--- config.mk ---
export PLATFORM = sky130hd
export DESIGN_NAME = router_port_rx
export DESIGN_NICKNAME = d
export VERILOG_FILES = /design/src/rtl/router_port_rx.sv
export SDC_FILE = /design/constraint.sdc
export NUM_CORES = 1
export LEC_CHECK = 0
export CAP_MARGIN = 20
export CORE_MARGIN = 10
export CORE_UTILIZATION = 49
export CTS_CLUSTER_DIAMETER = 80
export DETAILED_ROUTE_END_ITERATION = 16
export GPL_ROUTABILITY_DRIVEN = 1
export GPL_TIMING_DRIVEN = 0
export HOLD_SLACK_MARGIN = 0.1
export MAX_ROUTING_LAYER = met4
export PLACE_DENSITY = 0.84
export SLEW_MARGIN = 40
export SYNTH_ARGS = -nofsm -noshare
export SYNTH_HDL_FRONTEND = slang
export SYNTH_SLANG_ARGS = --single-unit
export TNS_END_PERCENT = 1
--- constraint.sdc ---
create_clock -name clock -period 2 [get_ports clock]
set_input_delay 0.4 -clock clock [delete_from_list [all_inputs] [get_ports clock]]
set_output_delay 0.4 -clock clock [all_outputs]
set_load 0.02 [all_outputs]
--- src/rtl/router_port_rx.sv ---
// Drains one router output channel: reframes the FIFO byte stream into
// header/payload/parity packets, checks them and keeps saturating counters.
module router_port_rx #(
  parameter logic [1:0] PORT_ID = 2'd0,
  parameter int         GAP_MAX = 32
) (
  input  logic        clock,
  input  logic        resetn,
  input  logic        vld_out,
  input  logic [7:0]  data_out,
  output logic        read_enb,
  output logic [7:0]  pkt_byte,
  output logic        pkt_byte_vld,
  output logic        pkt_sop,
  output logic        pkt_eop,
  output logic        pkt_done,
  output logic        parity_err,
  output logic        addr_err,
  output logic        trunc_err,
  output logic [5:0]  pkt_len,
  output logic [15:0] pkt_cnt,
  output logic [15:0] err_cnt
);

  typedef enum logic [1:0] {S_IDLE, S_HDR, S_BODY, S_DONE} state_e;

  localparam logic [7:0] GAP_LIM = 8'(GAP_MAX - 1);

  state_e      r_state, w_next;
  logic        r_rd_pend;
  logic [6:0]  r_reads_left;
  logic [6:0]  r_rcvd;
  logic [7:0]  r_par_acc;
  logic [7:0]  r_gap_cnt;
  logic [5:0]  r_len;
  logic        r_perr, r_aerr, r_terr;
  logic [7:0]  r_byte;
  logic        r_bvld, r_sop, r_eop;
  logic [15:0] r_pkt_cnt, r_err_cnt;

  logic        w_rd_allow;
  logic        w_gap_idle;
  logic        w_abort;
  logic        w_last;
  logic        w_any_err;

  // A stalled body cycle: more reads owed but the channel is empty.
  assign w_gap_idle = (r_state == S_BODY) && (r_reads_left != 7'd0) && !vld_out;
  assign w_abort    = w_gap_idle && (r_gap_cnt == GAP_LIM);
  assign w_last     = (r_state == S_BODY) && r_rd_pend && (r_rcvd == {1'b0, r_len});
  assign w_any_err  = r_perr | r_aerr | r_terr;

  // State register
  always_ff @(posedge clock or negedge resetn) begin
    if (!resetn) r_state <= S_IDLE;
    else         r_state <= w_next;
  end

  // Next-state logic
  always_comb begin
    w_next = r_state;
    case (r_state)
      S_IDLE: if (read_enb) w_next = S_HDR;
      S_HDR:  w_next = S_BODY;
      S_BODY: if (w_last || w_abort) w_next = S_DONE;
      S_DONE: w_next = S_IDLE;
      default: w_next = S_IDLE;
    endcase
  end

  // State-decoded outputs
  always_comb begin
    w_rd_allow = 1'b0;
    pkt_done   = 1'b0;
    case (r_state)
      S_IDLE: w_rd_allow = 1'b1;
      S_BODY: w_rd_allow = (r_reads_left != 7'd0);
      S_DONE: pkt_done   = 1'b1;
      default: ;
    endcase
  end

  // Gated by resetn so the strobe is quiet while reset holds the block in IDLE.
  assign read_enb = vld_out & w_rd_allow & resetn;

  always_ff @(posedge clock or negedge resetn) begin
    if (!resetn) r_rd_pend <= 1'b0;
    else         r_rd_pend <= read_enb;
  end

  // Packet framing and checking
  always_ff @(posedge clock or negedge resetn) begin
    if (!resetn) begin
      r_reads_left <= '0;
      r_rcvd       <= '0;
      r_par_acc    <= '0;
      r_gap_cnt    <= '0;
      r_len        <= '0;
      r_perr       <= 1'b0;
      r_aerr       <= 1'b0;
      r_terr       <= 1'b0;
    end else begin
      case (r_state)
        S_HDR: begin
          r_len        <= data_out[7:2];
          r_aerr       <= (data_out[1:0] != PORT_ID);
          r_perr       <= 1'b0;
          r_terr       <= 1'b0;
          r_par_acc    <= data_out;
          r_reads_left <= {1'b0, data_out[7:2]} + 7'd1;
          r_rcvd       <= '0;
          r_gap_cnt    <= '0;
        end
        S_BODY: begin
          if (read_enb)        r_reads_left <= r_reads_left - 7'd1;
          if (read_enb)        r_gap_cnt    <= '0;
          else if (w_gap_idle) r_gap_cnt    <= r_gap_cnt + 8'd1;
          if (r_rd_pend) begin
            r_rcvd <= r_rcvd + 7'd1;
            if (w_last) r_perr    <= (data_out != r_par_acc);
            else        r_par_acc <= r_par_acc ^ data_out;
          end
          if (w_abort) begin
            r_terr <= 1'b1;
            r_perr <= 1'b0;
          end
        end
        default: ;
      endcase
    end
  end

  // Forwarded byte stream, one cycle behind the capture
  always_ff @(posedge clock or negedge resetn) begin
    if (!resetn) begin
      r_byte <= '0;
      r_bvld <= 1'b0;
      r_sop  <= 1'b0;
      r_eop  <= 1'b0;
    end else begin
      r_bvld <= 1'b0;
      r_sop  <= 1'b0;
      r_eop  <= 1'b0;
      if (r_state == S_HDR) begin
        r_byte <= data_out;
        r_bvld <= 1'b1;
        r_sop  <= 1'b1;
      end else if (r_state == S_BODY && r_rd_pend) begin
        r_byte <= data_out;
        r_bvld <= 1'b1;
        r_eop  <= w_last;
      end
    end
  end

  // Saturating statistics, updated as the packet retires
  always_ff @(posedge clock or negedge resetn) begin
    if (!resetn) begin
      r_pkt_cnt <= '0;
      r_err_cnt <= '0;
    end else if (r_state == S_DONE) begin
      if (!r_terr && r_pkt_cnt != 16'hFFFF)   r_pkt_cnt <= r_pkt_cnt + 16'd1;
      if (w_any_err && r_err_cnt != 16'hFFFF) r_err_cnt <= r_err_cnt + 16'd1;
    end
  end

  assign pkt_byte     = r_byte;
  assign pkt_byte_vld = r_bvld;
  assign pkt_sop      = r_sop;
  assign pkt_eop      = r_eop;
  assign parity_err   = r_perr;
  assign addr_err     = r_aerr;
  assign trunc_err    = r_terr;
  assign pkt_len      = r_len;
  assign pkt_cnt      = r_pkt_cnt;
  assign err_cnt      = r_err_cnt;

endmodule
==> impl_metrics.yaml <==
detailed_routing:
  drt-total-wl_um: 10800
  wl_per_cell_um: 17.1
  drtIter0Drc: 288
  num_vias: 3674
  vias_per_cell: 5.80
  first_pass_iters: 5
  drc_errors: 0
  ant_nets: 0
worst_hold_path:
  hold_class: "input port to async pin"
logic_synthesis:
  syn_avg_cell_area_sq_um: 10.2
  yosys.area.top_type: "dfrtp_1"
  synth.cell_area_sq_mm: 0.00441
  yosysSeqAreaShare: 0.482
  synth_compound_area_frac: 0.127
  yosys.cell_types.count: 60
  synthFlopType: "dfrtp_1"
  yosys_warnings: 0
  synth_top_family_by_area: "simple AND/OR/NAND/NOR gates"
  synthSimpleGateAreaFrac: 0.200
  synth_xor_area_frac: 0.0913
  yosys-mux-area-fraction: 0.0442
  async_flop_share: 1.00
  yosys-top-cells-area: "dfrtp_1 48%, xnor2_1 6.5%, mux2_2 3.8%"
  synth_edf_count: 0
  synthAdderAreaFrac: 0.0312
  syn_nets: 456
  synth_top_area_frac: 0.482
  synthCells: 434
  synth-seq-cells: 85
critical_path:
  cp_max_fo: 4
  setup.worst_path.start_class: "register"
  setup.worst_path.start: "r_reads_left[0]"
  critPathArrivalTime_ns: 1.72
  worst-setup-path-type: "register to output port"
  worst_r2r_startpoint: "r_state[0]"
  end_kind: "output port"
  required_ns: 1.60
timing:
  fin_tns_setup_ns: -0.265
  hold_viol_final: 48
  setup_viol: 7
  rsz0062_at_grt: "true"
  hold_slack_ns: -0.0278
  relSlewSlack: 0.626
  max_freq_ghz: 0.472
  finalMaxSlewViolations: 0
  fin_ws_ns: -0.117
  tightest_slew_ns: 0.562
  clock_skew_ns: 0.00935
  min_period_over_period: 1.06
  fin_crit_ns: 2.12
cells_and_area:
  final_core_util: 0.646
  drive_above_1_share: 0.168
  n_fill_cell: 656
  finalInstanceArea_sq_mm: 0.00566
  finalNonFillerCells: 633
  multi_input_area_sq_mm: 0.00229
  n_antenna_cell: 0
  final_nets: 542
  synthToLayoutAreaGrowth_pct: 28.3
  seqCellArea_sq_mm: 0.00213
placement:
  place_ws_ns: -0.900
  portBuffers: 60
  gp_congestion: 0.825
  place.detailed.hpwl_um: 7480
  dp.cells: 603
  placed_cell_area_sq_mm: 0.00519
grt:
  grt_remaining_overflow: 0
  antenna_found_initial: 0
  grt_pass1_wl_um: 17600
  track_usage: 0.166
  grt_pass1_vias: 3561
  grt_max_degree: 50
status:
  status: "finished, violations left"
  violations: "negative hold slack, negative setup slack"
cts:
  cts.sinks: 85
  clk_path_buf_depth: 2
  numCtsBuffers: 9
  h-tree-depth: 3
  cts.clk_slew.worst_paths_ns: 0.08
  cts_tree: "yes"
  clock-root-buffer: "clkbuf_8"
  clkLatencyLatePin_ns: 0.36
pwr:
  switching_share: 0.390
  combPwrFrac: 0.472
  p_seq_frac: 0.351
  power.switching_mw: 3.05
  ir_drop_mv: 1.03
  leakage_nw: 2.38
  clockPowerShare: 0.177
  power_density_mw_per_mm2: 1380
  p_int_mw: 4.76
die:
  start_util: 0.504
  dieArea_sq_mm: 0.0132
  io_pins: 65
  fp.coreArea_sq_mm: 0.00876
  die_height_um: 115
  chipWidth_um: 115
  std_cell_rows: 34
job:
  max_cap_viol_count: 0
[cell families (layout without fill, tap and decap cells)]
group                    Yosys count  after routing
AO/OA/AOI/OAI                     81             81
XOR/XNOR                          46             46
adder cells (fa/ha/maj)           11             11
buffers and inverters             28            119
flip-flops                        85             85
multiplexers                      17             17
AND/OR/NAND/NOR                  166            166
[timing repair]
action,in CTS,in global routing
setup buffers,4,10
resized for setup,27,14
pin swaps,4,9
setup endpoints to repair,35,34
endpoints found under the hold margin,48,48
[synthesized netlist by cell type (2+ instances only)]
cell type / n
o311ai_0: 2
a211oi_1: 3
a31oi_1: 7
or4_1: 2
nand4_1: 14
o21ai_0: 17
nor4_1: 2
nand3_1: 22
o221ai_1: 6
clkbuf_1: 11
or4b_4: 2
a41oi_1: 3
and3_1: 10
nor2b_1: 3
o21a_1: 3
nand2b_1: 10
a21oi_1: 19
or3_1: 3
inv_1: 15
a22o_1: 2
nor3_1: 6
nor2_1: 25
o211ai_1: 2
and4_1: 4
mux2_2: 15
nand3b_1: 8
ha_1: 11
xor2_1: 13
xnor2_1: 33
and2_1: 3
nand2_1: 43
o22ai_1: 3
dfrtp_1: 85
[cells in the final DEF (no fill, tap or decap), types with 3 or more instances in the layout]
cell and count:
a31oi_1 7, nand3_1 22, buf_4 14, dfrtp_2 6, mux2_2 15, xnor2_1 33, clkbuf_1 11, inv_1 11
nand2_1 43, nor2b_1 3, and4_1 3, dfrtp_1 79, clkbuf_8 11, nor2_1 24, buf_6 3, o221ai_1 6
o21ai_0 17, ha_1 7, a21oi_1 18, nor3_1 4, o22ai_1 3, inv_2 4, and2_1 3, clkdlybuf4s50_1 57
ha_4 3, xor2_1 13, nand4_1 14, and3_1 10, nand3b_1 8, nand2b_1 10, a41oi_1 3
[layout make-up]
type | instances | area share
Clock inverter | 3 | 0.0119
Sequential cell | 85 | 0.377
Timing Repair Buffer | 75 | 0.128
Inverter | 16 | 0.0106
Multi-Input combinational cell | 321 | 0.405
Tap cell | 108 | 0.0239
Buffer | 12 | 0.0150
Clock buffer | 13 | 0.0281
[path summary, 6_finish.rpt]
path                           endpoint  slack, ns  cells past startpoint
max in group asynchronous    err_cnt[7]       1.44                      2
min                          pkt_cnt[5]      -0.03                      1
max reg2reg                  r_state[1]      -0.05                      7
min reg2reg                r_gap_cnt[7]       0.48                      1
max                            read_enb      -0.12                      7
min in group clock         r_gap_cnt[7]       0.48                      1
[state kept, by name (all words and copies together), names as in the netlist]
signal,flops
r_reads_left,7
trunc_err,1
pkt_len,6
pkt_eop,1
err_cnt,16
pkt_cnt,16
r_rd_pend,1
parity_err,1
addr_err,1
pkt_byte,8
pkt_byte_vld,1
pkt_sop,1
r_gap_cnt,8
r_par_acc,8
r_rcvd,7
r_state,2
[power groups by stage]
| stage | clock [mW] | combinational, mW | sequential [mW] |
|---|---|---|---|
| floorplan | 0 | 1.80 | 2.97 |
| global placement | 0 | 3.10 | 2.70 |
| detailed placement | 0 | 3.21 | 2.74 |
| CTS | 1.40 | 3.46 | 2.73 |
| global route | 1.47 | 3.98 | 2.80 |
| finish | 1.38 | 3.69 | 2.74 |
[routing by layer]
layer | vias up | track usage | share of wire | wire, um
met3 | 20 | 0.0448 | 0.062 | 675
met4 | 0 | 0.0611 | 0.020 | 214
met2 | 115 | 0.259 | 0.47 | 5110
met5 | - | - | 0 | 0
met1 | 1798 | 0.204 | 0.44 | 4810
li1 | 1741 | - | - | -
[critical path, stage by stage, from the launching register on]
cell	delay, ns
dfrtp_1	0.42
inv_2	0.10
ha_4	0.16
nor4b_4	0.21
nand2_1	0.13
a21oi_2	0.15
nor2_2	0.06
buf_6	0.13
[per-stage QoR]
stage,hold slack [ns],total power [mW]
finish,-0.0278,7.80
global route,-0.0192,8.26
CTS,-0.0215,7.59
detailed placement,0.366,5.95
global placement,0.459,5.80
floorplan,0.104,4.76
No activity file was read; power rests on OpenSTA's default activity.
